<file path="src/rtl/branch_pkg.sv">
// Shared types and defaults for the ID-stage branch resolve unit.
// Optional statistics counters are enabled with BRANCH_STATS_EN.
package branch_pkg;

  localparam int DEF_ADDR_W = 8;
  localparam int DEF_CNT_W  = 16;

  typedef enum logic [1:0] {
    BR_BEQ = 2'b00,
    BR_BNE = 2'b01,
    BR_J   = 2'b10,
    BR_JR  = 2'b11
  } br_type_e;

  typedef enum logic [1:0] {
    ST_IDLE     = 2'b00,
    ST_WAIT     = 2'b01,
    ST_REDIRECT = 2'b10
  } br_state_e;

  // J carries its target in the instruction; everything else reads rs/rt.
  function automatic logic needs_operands(input logic [1:0] t);
    return t != BR_J;
  endfunction

endpackage

</file>
<file path="src/rtl/branch_target_calc.sv">
// Combinational taken/target evaluation for one branch in ID.
module branch_target_calc
  import branch_pkg::*;
#(
  parameter int ADDR_W = DEF_ADDR_W
) (
  input  logic [1:0]        br_type,
  input  logic [ADDR_W-1:0] br_pc,
  input  logic [ADDR_W-1:0] br_offset,
  input  logic [ADDR_W-1:0] rs_data,
  input  logic [ADDR_W-1:0] rt_data,
  output logic              taken,
  output logic [ADDR_W-1:0] target
);

  logic              eq;
  logic [ADDR_W-1:0] rel_tgt;

  assign eq      = (rs_data == rt_data);
  // PC-relative target wraps naturally in ADDR_W bits
  assign rel_tgt = br_pc + ADDR_W'(1) + br_offset;

  // Select decision and target by branch kind
  always_comb begin
    taken  = 1'b0;
    target = rel_tgt;
    case (br_type_e'(br_type))
      BR_BEQ: taken = eq;
      BR_BNE: taken = !eq;
      BR_J: begin
        taken  = 1'b1;
        target = br_offset;
      end
      BR_JR: begin
        taken  = 1'b1;
        target = rs_data;
      end
      default: ;
    endcase
  end

endmodule

</file>
<file path="src/rtl/branch_resolve_unit.sv">
// ID-stage branch resolve FSM: waits on operand hazards, resolves, and
// holds the PC redirect until the pipeline is unstalled.
// Define BRANCH_STATS_EN to build the taken/resolve statistics counters.
module branch_resolve_unit
  import branch_pkg::*;
#(
  parameter int ADDR_W = DEF_ADDR_W,
  parameter int CNT_W  = DEF_CNT_W
) (
  input  logic              clk,
  input  logic              reset,
  input  logic              br_valid,
  input  logic [1:0]        br_type,
  input  logic [ADDR_W-1:0] br_pc,
  input  logic [ADDR_W-1:0] br_offset,
  input  logic [ADDR_W-1:0] rs_data,
  input  logic [ADDR_W-1:0] rt_data,
  input  logic              operands_ready,
  input  logic              stall,
  output logic              br_ready,
  output logic              hold,
  output logic              select,
  output logic [ADDR_W-1:0] jump_address,
  output logic              flush,
  output logic [CNT_W-1:0]  taken_count,
  output logic [CNT_W-1:0]  resolve_count
);

  br_state_e         state_q, state_d;
  logic              taken;
  logic [ADDR_W-1:0] target;
  logic              resolve;
  logic              ops_missing;

  branch_target_calc #(.ADDR_W(ADDR_W)) u_calc (
    .br_type   (br_type),
    .br_pc     (br_pc),
    .br_offset (br_offset),
    .rs_data   (rs_data),
    .rt_data   (rt_data),
    .taken     (taken),
    .target    (target)
  );

  assign ops_missing = needs_operands(br_type) && !operands_ready;

  // Next state, accept and hold decisions
  always_comb begin
    state_d  = state_q;
    resolve  = 1'b0;
    br_ready = 1'b0;
    hold     = 1'b0;
    case (state_q)
      ST_IDLE: begin
        if (br_valid) begin
          if (ops_missing) begin
            hold = 1'b1;
            if (!stall) state_d = ST_WAIT;
          end else if (!stall) begin
            resolve = 1'b1;
          end
        end
      end
      ST_WAIT: begin
        // Branch squashed by an older redirect: drop it silently
        if (!br_valid)           state_d = ST_IDLE;
        else if (ops_missing)    hold    = 1'b1;
        else if (!stall)         resolve = 1'b1;
      end
      ST_REDIRECT: begin
        // Instruction in ID is the wrong-path one being flushed
        if (!stall) state_d = ST_IDLE;
      end
      default: state_d = ST_IDLE;
    endcase
    if (resolve) begin
      br_ready = 1'b1;
      state_d  = taken ? ST_REDIRECT : ST_IDLE;
    end
    if (reset) begin
      resolve  = 1'b0;
      br_ready = 1'b0;
      hold     = 1'b0;
    end
  end

  // State and redirect registers; redirect persists until PC can move
  always_ff @(posedge clk) begin
    if (reset) begin
      state_q      <= ST_IDLE;
      select       <= 1'b0;
      flush        <= 1'b0;
      jump_address <= '0;
    end else begin
      state_q <= state_d;
      if (resolve) begin
        select <= taken;
        flush  <= taken;
        if (taken) jump_address <= target;
      end else if (state_q == ST_REDIRECT && !stall) begin
        select <= 1'b0;
        flush  <= 1'b0;
      end
    end
  end

`ifdef BRANCH_STATS_EN
  logic [CNT_W-1:0] taken_q, resolve_q;

  // Saturating statistics counters
  always_ff @(posedge clk) begin
    if (reset) begin
      taken_q   <= '0;
      resolve_q <= '0;
    end else if (resolve) begin
      if (!(&resolve_q))         resolve_q <= resolve_q + CNT_W'(1);
      if (taken && !(&taken_q))  taken_q   <= taken_q + CNT_W'(1);
    end
  end

  assign taken_count   = taken_q;
  assign resolve_count = resolve_q;
`else
  assign taken_count   = '0;
  assign resolve_count = '0;
`endif

endmodule

</file>
<file path="config.mk">
export PLATFORM = sky130hd
export DESIGN_NAME = branch_resolve_unit
export DESIGN_NICKNAME = d
export VERILOG_FILES = /design/src/rtl/branch_pkg.sv /design/src/rtl/branch_target_calc.sv /design/src/rtl/branch_resolve_unit.sv
export SDC_FILE = /design/constraint.sdc
export NUM_CORES = 1
export LEC_CHECK = 0
export BUFFER_PORTS_ARGS = -buffer_cell sky130_fd_sc_hd__buf_2
export CAP_MARGIN = 25
export CORE_MARGIN = 4
export CORE_UTILIZATION = 40
export DETAILED_ROUTE_END_ITERATION = 6
export HOLD_SLACK_MARGIN = 0.05
export PLACE_DENSITY = 0.82
export SLEW_MARGIN = 40
export SYNTH_ARGS = -nofsm -noshare
export SYNTH_HDL_FRONTEND = slang
export SYNTH_HIERARCHICAL = 1
export SYNTH_SLANG_ARGS = --single-unit
export TNS_END_PERCENT = 30
</file>
<file path="constraint.sdc">
create_clock -name clk -period 1.6 [get_ports clk]
set_input_delay 0.08 -clock clk [delete_from_list [all_inputs] [get_ports clk]]
set_output_delay 0.08 -clock clk [all_outputs]
set_load 0.05 [all_outputs]
</file>
==> metrics, run 1 <==
Seq/Total Area, Yosys 0.158; Worst Hold Class in2reg; first-pass GRT wire length just over 5000 um; CP dominant cell by count inv_2; RR Startpoint state_q[1]$_SDFFE_PP0P_; DR WL/cell approximately 12 um; grt total ovfl 0; min cycle time layout roughly 1.6 ns; CP Capture Type flip-flop; max-slew violation count 0; Top delay family on crit path compound AO/OA/AOI/OAI gates; Initial DRC Count 26; routability congestion estimate 0.758; hold-fix buffers at CTS 0; Die Footprint 4500 um^2; Non-Filler Instances 277; Worst EP required between 1.5 and 2 ns; CTS tree done; die height 67.1 um; Hold Worst Slack 0.113 ns; Post-synth EDFFs 0; Clock Tree Root clkbuf_4; Critical Path Max Stage Delay 0.38 ns; top_reg_cell synth dfxtp_1; Hold Fails Final Rpt 0; min-delay src reset; period utilization 0.974; Clk pin slew, worst setup/hold paths 0.08 ns; DRC Markers 0; worst r2r path cells 4; initial antenna violation count 0; number of buffers created by CTS 3; Final Skew 0.00286 ns; pin count of the biggest net entering global routing 18; maxcap violations 0; Antenna Cells 0; peak supply drop 0.000220 V; slack of the worst reg-to-reg path ~0.40 ns; reg2reg end jump_address[6]$_SDFFE_PP0P_; hold path cells 2; GRT Resource Usage Total 0.139; commonest cells after routing, fill and taps aside 47 x buf_2, 32 x conb_1, 17 x buf_4; Crit-path slowest cell fa_2; H-tree levels 1; fraction of registers with async set/reset 0; Seq cells post-synth 11; vias in the first global route 1247; RSZ-0062 raised after global routing true; Die Width 67.1 um; worst path cell trace buf_2 > inv_2 > ha_4 > inv_2 > fa_2 > a21o_4 > a221oi_4 > xor2_1 > o21ai_1 > mux2i_1 > nor2_1; layout cells sized above 1 0.407; Worst Path Buf+Inv 3; Netlist cell types 44; placed insts 271; DRT Pass-1 Iters 4; Ys Warns 6; CP Data Arrival Time 1.72 ns; Cells after Synth 167; Crit Path Class in2reg; layout overhead on the synthesized area 27.0%; status complete, no violations; CORE AREA 3360 um^2; number of clock sinks 11; Lkg Pwr slightly above 0.9 nW; port bufs 50; syn avg cell area 8.37 um^2; Worst Hold End jump_address[6]$_SDFFE_PP0P_; FMAX 0.642 GHz; commonest non-fill, non-tap cell in the layout buf_2; Final ANT Viol Nets 0; initial core utilization 0.416; Vias/cell 4.53; clk buf depth 2; WL final 3260 um; NumNets Final 279; CP Launch Type input pin; Worst-Skew Late Latency about 0.27 ns; routed vias 1254; P per Cell Area 618 nW/um^2; Ports 83; Final Setup Violations 0; maximum fanout along the worst path 2; Mapped Area 1400 um^2; post-detail-place hpwl approximately 2700 um; FP Rows 21
[worst reg2reg max path: cells and delay by family, from the launching register on]
family             cells  cell delay (ns)
and+or+nand+nor        2             0.39
DFF                    1             0.36
muxes                  1             0.18
AOI/OAI and AO/OA      1             0.17
[layer usage]
metal  global-route usage  vias up  wire, um
met5                    0        -         0
met1                0.170      547      1380
met4               0.0152        0        14
li1                     -      652         -
met2                0.260       53      1580
met3               0.0236        2       280
[cell type report]
cell class	count	area [um^2]
clock buffers	3	22.5
clock inverters	1	5.00
fillers	331	1590
inverters	6	25.0
multi-input cells	143	1050
flip-flops and latches	11	221
well taps	46	57.6
repair buffers	67	397
[where the power goes]
group / switching [mW] / internal, mW / total (mW)
Sequential: 0.0113 / 0.287 / 0.299
Clock: 0.101 / 0.0924 / 0.193
Combinational: 0.393 / 0.212 / 0.605
Total: 0.505 / 0.591 / 1.10
[state kept, by name, indices dropped and copies added, names as in the netlist]
name and flops:
flush 1, jump_address 8, state_q 2
[cells in the mapped netlist (3+ instances only)]
master / number / area, um^2
o21ai_0: 5 / 25.0
nor2_1: 14 / 52.6
mux2i_1: 13 / 130
o31ai_1: 3 / 22.5
nand2_1: 5 / 18.8
dfxtp_1: 11 / 220
buf_4: 33 / 248
xnor2_1: 8 / 70.1
inv_1: 6 / 22.5
a21oi_1: 6 / 30.0
xor2_1: 4 / 35.0
mux2_2: 4 / 45.0
ha_1: 7 / 87.6
nor2b_1: 3 / 18.8
nor3_1: 7 / 35.0
[how the worst max path moves through the flow]
stage | from | cells past startpoint | slack [ns] | endpoint
6_report | br_pc[0] | 11 | 0.04 | jump_address[6]$_SDFFE_PP0P_
5_1_grt | state_q[1]$_SDFFE_PP0P_ | 3 | -0.009 | br_ready
4_1_cts | rs_data[3] | 9 | 0.005 | jump_address[5]$_SDFFE_PP0P_
3_5_place_dp | br_offset[0] | 11 | -0.33 | jump_address[6]$_SDFFE_PP0P_
3_3_place_gp | br_pc[0] | 11 | -0.29 | jump_address[6]$_SDFFE_PP0P_
2_1_floorplan | state_q[1]$_SDFFE_PP0P_ | 2 | -0.38 | br_ready
[stage by stage]
step                power [mW]  instance area (um^2)  worst slack (ns)  TNS, ns  utilization
global route              1.17                  1780          -0.00936  -0.0220        0.528
CTS                       1.07                  1690           0.00511        0        0.501
global placement         0.864                  1650            -0.295    -1.70        0.491
floorplan                0.792                  1510            -0.381   -0.806            -
finish                    1.10                  1780            0.0414        0        0.528
detailed placement       0.872                  1650            -0.334    -2.57        0.491
[kinds of logic after synthesis]
kind of cell | count (synthesis) | share of synthesized area
and+or+nand+nor | 44 | 0.183
DFF | 11 | 0.158
other | 1 | 0.00268
buffers and inverters | 44 | 0.219
adders and majority gates | 8 | 0.0770
AOI/OAI and AO/OA | 30 | 0.160
xor gates and xnor gates | 12 | 0.0752
muxes | 17 | 0.125
[what timing repair did]
| action | CTS | global route |
|---|---|---|
| setup endpoints to repair | 4 | 11 |
| pin swaps | 0 | 10 |
| gates resized for setup | 4 | 17 |
| setup buffers | 0 | 2 |
No activity file was read; power rests on OpenSTA's default activity.
==> run 2: changes to the inputs <==
--- a/config.mk
+++ b/config.mk
@@ -5,13 +5,14 @@
 export SDC_FILE = /design/constraint.sdc
 export NUM_CORES = 1
 export LEC_CHECK = 0
+export ABC_AREA = 1
 export BUFFER_PORTS_ARGS = -buffer_cell sky130_fd_sc_hd__buf_2
 export CAP_MARGIN = 25
 export CORE_MARGIN = 4
 export CORE_UTILIZATION = 40
 export DETAILED_ROUTE_END_ITERATION = 6
 export HOLD_SLACK_MARGIN = 0.05
-export PLACE_DENSITY = 0.82
+export PLACE_DENSITY = 0.81
 export SLEW_MARGIN = 40
 export SYNTH_ARGS = -nofsm -noshare
 export SYNTH_HDL_FRONTEND = slang
==> metrics, run 2 <==
port bufs 50; pin count of the biggest net entering global routing 13; Synth area leaders nand2_1 21%, buf_4 17%, dfxtp_1 15%; # resized after CTS 0; Lkg Pwr 0.963 nW; hold path cells 2; H-tree levels 1; Netlist cell types 29; WL final 3080 um; Crit Path Class reg2out; number of clock sinks 11; Post-CTS Setup Bufs 0; Final Setup Violations 0; max-slew violation count 0; Post-synth EDFFs 0; Synth top area share 0.208; cell with the most instances after synthesis nand2_1; grt total ovfl 0; Worst-Skew Late Latency 0.27 ns; Final Skew between 0.003 and 0.004 ns; Seq cells post-synth 11; Ports 83; commonest cells after routing, fill and taps aside 79 x nand2_1, 50 x buf_2, 32 x conb_1; Worst EP required 1.52 ns; Final ANT Viol Nets 0; post-detail-place hpwl 2660 um; CTS tree done; Ys Warns 6; Largest regs jump_address: 8 flops, state_q: 2 flops, flush: 1 flops; placed insts 329; Cells after Synth approximately 240; Worst Hold Class in2reg; CP Data Arrival Time roughly 1.3 ns; peak supply drop 0.000177 V; FMAX 0.714 GHz; largest reg by FF count jump_address; fraction of registers with async set/reset 0; Setup TNS Final 0 ns; CP Capture Type primary output; Clk pin slew, worst setup/hold paths around 0.070 ns; commonest non-fill, non-tap cell in the layout nand2_1; Clock Tree Root clkbuf_4; Mapped Area 1430 um^2; period utilization 0.875; Antenna Cells 0; maximum fanout along the worst path 5; RSZ-0062 raised after global routing false; worst r2r path cells 7; initial antenna violation count 0; Die Width about 68 um; P per Cell Area roughly 630 nW/um^2; FP Rows 21; cell accounting for the most synthesized area nand2_1; routed vias 1402; clk buf depth 2; DRT Pass-1 Iters 4; min cycle time layout 1.40 ns; max reg flops 8; first-pass GRT wire length 4600 um; CP Launch Type flip-flop; CORE AREA 3390 um^2; layout cells sized above 1 0.233; hold-fix buffers at CTS 0; routability congestion estimate 0.779; DRC Markers 0; DR WL/cell ~9.2 um; NumNets Final 335; Vias/cell 4.21; Non-Filler Instances 333; vias in the first global route between 1000 and 1500; Initial DRC Count 25; die height 67.8 um; maxcap violations 0; status complete, no violations; initial core utilization 0.422; Hold Fails Final Rpt 0; Seq/Total Area, Yosys 0.154; top_reg_cell synth dfxtp_1; layout overhead on the synthesized area 14.0%; number of buffers created by CTS 3; Die Footprint 4590 um^2; GRT Resource Usage Total 0.127; synth cell count leaders 79 x nand2_1, 33 x buf_4, 31 x inv_1; syn avg cell area just over 6 um^2
[run 2: area by class of cell]
type                            instances  area [um^2]
Timing Repair Buffer                   51          258
Inverter                               34          129
Multi-Input combinational cell        187          938
Tap cell                               46         57.6
Clock buffer                            4         26.3
Fill cell                             372         1760
Sequential cell                        11          220
[run 2: path summary, 6_finish.rpt]
path / from / end / slack (ns)
max: state_q[1]$_SDFFE_PP0P_ / br_ready / 0.20
min: reset / flush$_SDFFE_PP0P_ / 0.13
max reg2reg: state_q[1]$_SDFFE_PP0P_ / jump_address[7]$_SDFFE_PP0P_ / 0.45
min reg2reg: jump_address[5]$_SDFFE_PP0P_ / jump_address[5]$_SDFFE_PP0P_ / 0.46
[run 2: through the flow]
stage | worst slack [ns] | power (mW) | utilization | hold slack [ns] | instance area [um^2]
after detailed placement | 0.0591 | 0.850 | 0.473 | 0.410 | 1600
final | 0.200 | 1.03 | 0.481 | 0.128 | 1630
after floorplan | 0.219 | 0.800 | - | 0.235 | 1550
after global placement | 0.118 | 0.843 | 0.473 | 0.409 | 1600
after global routing | 0.120 | 1.10 | 0.481 | 0.133 | 1630
after CTS | 0.194 | 1.04 | 0.481 | 0.122 | 1630
[run 2: routing by layer]
metal	routed length, um	global-route usage	share of wire
met5	0	0	0
met1	1400	0.170	0.46
met3	251	0.00998	0.082
met2	1410	0.214	0.46
met4	13	0.0380	0.0042
[run 2: worst max-delay path: stages (launching register included)]
cell and delay, ns:
dfxtp_1 0.34, inv_2 0.09, nand2_4 0.07, nor2_4 0.13
nand2_4 0.08, nor2_1 0.08, buf_2 0.26
[run 2: report_power, final]
part	leakage (nW)	internal, mW	total [mW]	switching, mW
Combinational	0.858	0.151	0.549	0.398
Clock	0.0150	0.0964	0.186	0.0891
Sequential	0.0895	0.289	0.297	0.00818
Total	0.963	0.536	1.03	0.495
[run 2: kinds of logic (layout without fill, tap and decap cells)]
group	Yosys count	count (layout)	synth area share
and+or+nand+nor	122	122	0.385
buffers and inverters	69	89	0.274
AOI/OAI and AO/OA	21	21	0.0841
DFF	11	11	0.154
adders and majority gates	8	8	0.0753
xor gates and xnor gates	4	4	0.0245
other	1	32	0.00262
==> run 3: changes to the inputs <==
--- a/config.mk
+++ b/config.mk
@@ -9,10 +9,11 @@
 export BUFFER_PORTS_ARGS = -buffer_cell sky130_fd_sc_hd__buf_2
 export CAP_MARGIN = 25
 export CORE_MARGIN = 4
-export CORE_UTILIZATION = 40
+export CORE_UTILIZATION = 41
+export CTS_BUF_LIST = sky130_fd_sc_hd__clkbuf_4
 export DETAILED_ROUTE_END_ITERATION = 6
 export HOLD_SLACK_MARGIN = 0.05
-export PLACE_DENSITY = 0.81
+export PLACE_DENSITY = 0.83
 export SLEW_MARGIN = 40
 export SYNTH_ARGS = -nofsm -noshare
 export SYNTH_HDL_FRONTEND = slang
==> metrics, run 3 (synthesis gave the netlist of run 2 again) <==
number of buffers created by CTS 3; Post-DP Area 1600 um^2; Ports 83; Worst Hold Class in2reg; CP Launch Type flip-flop; DRC Markers 0; Die Footprint 4490 um^2; Post-CTS Setup Bufs 0; final instance area 1630 um^2; Clk pin slew, worst setup/hold paths approximately 0.060 ns; first-pass GRT wire length 4890 um; grt total ovfl 0; CTS tree done; # resized after CTS 0; hold-fix buffers at CTS 0; pin count of the biggest net entering global routing 13; max reg flops 8; worst path cell trace inv_2 > nand2_4 > nor2_4 > nand2_4 > nor2_1 > buf_2; FP Rows 21; status complete, no violations; Critical Path Max Stage Delay 0.34 ns; CP dominant cell by count nand2_4; Final Skew 0.00339 ns; RSZ-0062 raised after global routing false; initial core utilization 0.425; Initial DRC Count 73; CP Data Arrival Time 1.31 ns; Top delay family on crit path simple AND/OR/NAND/NOR gates; number of clock sinks 11; Clock Tree Root clkbuf_4; period utilization 0.871; Hold Fails Final Rpt 0; P per Cell Area 644 nW/um^2; Die Width 67.0 um; maximum fanout along the worst path 5; FMAX 0.717 GHz; Final ANT Viol Nets 0; layout cells sized above 1 0.237; Final Setup Violations 0; Crit-path slowest cell dfxtp_1; peak supply drop 0.000205 V; commonest cells after routing, fill and taps aside 79 x nand2_1, 50 x buf_2, 32 x conb_1; Vias/cell 4.29; port bufs 50; clk buf depth 2; WL final ~3100 um; CORE AREA 3360 um^2; Crit Path Class reg2out; max-slew violation count 0; routability congestion estimate 0.827; vias in the first global route approximately 1200; Lkg Pwr 0.966 nW; Antenna Cells 0; Worst EP required 1.52 ns; DR WL/cell around 9.2 um; maxcap violations 0; commonest non-fill, non-tap cell in the layout nand2_1; Largest regs jump_address: 8 flops, state_q: 2 flops, flush: 1 flops; Fill cells 376; Setup TNS Final 0 ns; CP Capture Type primary output; initial antenna violation count 0; DRT Pass-1 Iters 4; routed vias about 1400; NumNets Final 335; largest reg by FF count jump_address; min cycle time layout around 1.4 ns; H-tree levels 1; post-detail-place hpwl 2680 um; die height ~67 um; layout overhead on the synthesized area 14.3%; Worst-Skew Late Latency ~0.27 ns; Worst Path Buf+Inv 2; GRT Resource Usage Total 0.140
run 3: changes by cell type in the layout (fill, tap and decap cells not counted):
cell and change:
clkbuf_1 -1, clkbuf_4 +1
run 3: area by class of cell:
class,count,area (um^2),area share
Clock buffer,4,30.0,0.0184
Tap cell,46,57.6,0.0352
Inverter,34,129,0.0789
Sequential cell,11,220,0.135
Timing Repair Buffer,51,258,0.158
Multi-Input combinational cell,187,938,0.575
run 3: final timing paths:
path,slack (ns),to,cells past startpoint,start
worst max-delay path,0.21,br_ready,6,state_q[1]$_SDFFE_PP0P_
worst min-delay path,0.13,flush$_SDFFE_PP0P_,2,reset
worst max register to register,0.45,jump_address[1]$_SDFFE_PP0P_,7,state_q[1]$_SDFFE_PP0P_
worst min register to register,0.46,jump_address[0]$_SDFFE_PP0P_,2,jump_address[0]$_SDFFE_PP0P_
run 3: per-stage QoR:
stage	hold slack (ns)	util	power (mW)	worst slack [ns]	instances
floorplan	0.235	-	0.800	0.219	267
global placement	0.405	0.477	0.848	0.104	329
detailed placement	0.404	0.477	0.852	0.0505	329
CTS	0.125	0.485	1.06	0.201	333
global route	0.141	0.485	1.13	0.117	333
finish	0.126	0.485	1.05	0.206	333
run 3: metal layers:
layer  share of wire  vias to the layer above  GRT usage
met3            0.11                        4     0.0185
met1            0.44                      594      0.189
met4           0.015                        0     0.0658
li1                -                      770          -
met2            0.44                       62      0.217
met5               0                        -          0
run 3: where the power goes:
part / internal [mW] / switching (mW)
registers: 0.289 / 0.00798
clock network: 0.114 / 0.0897
logic: 0.151 / 0.400
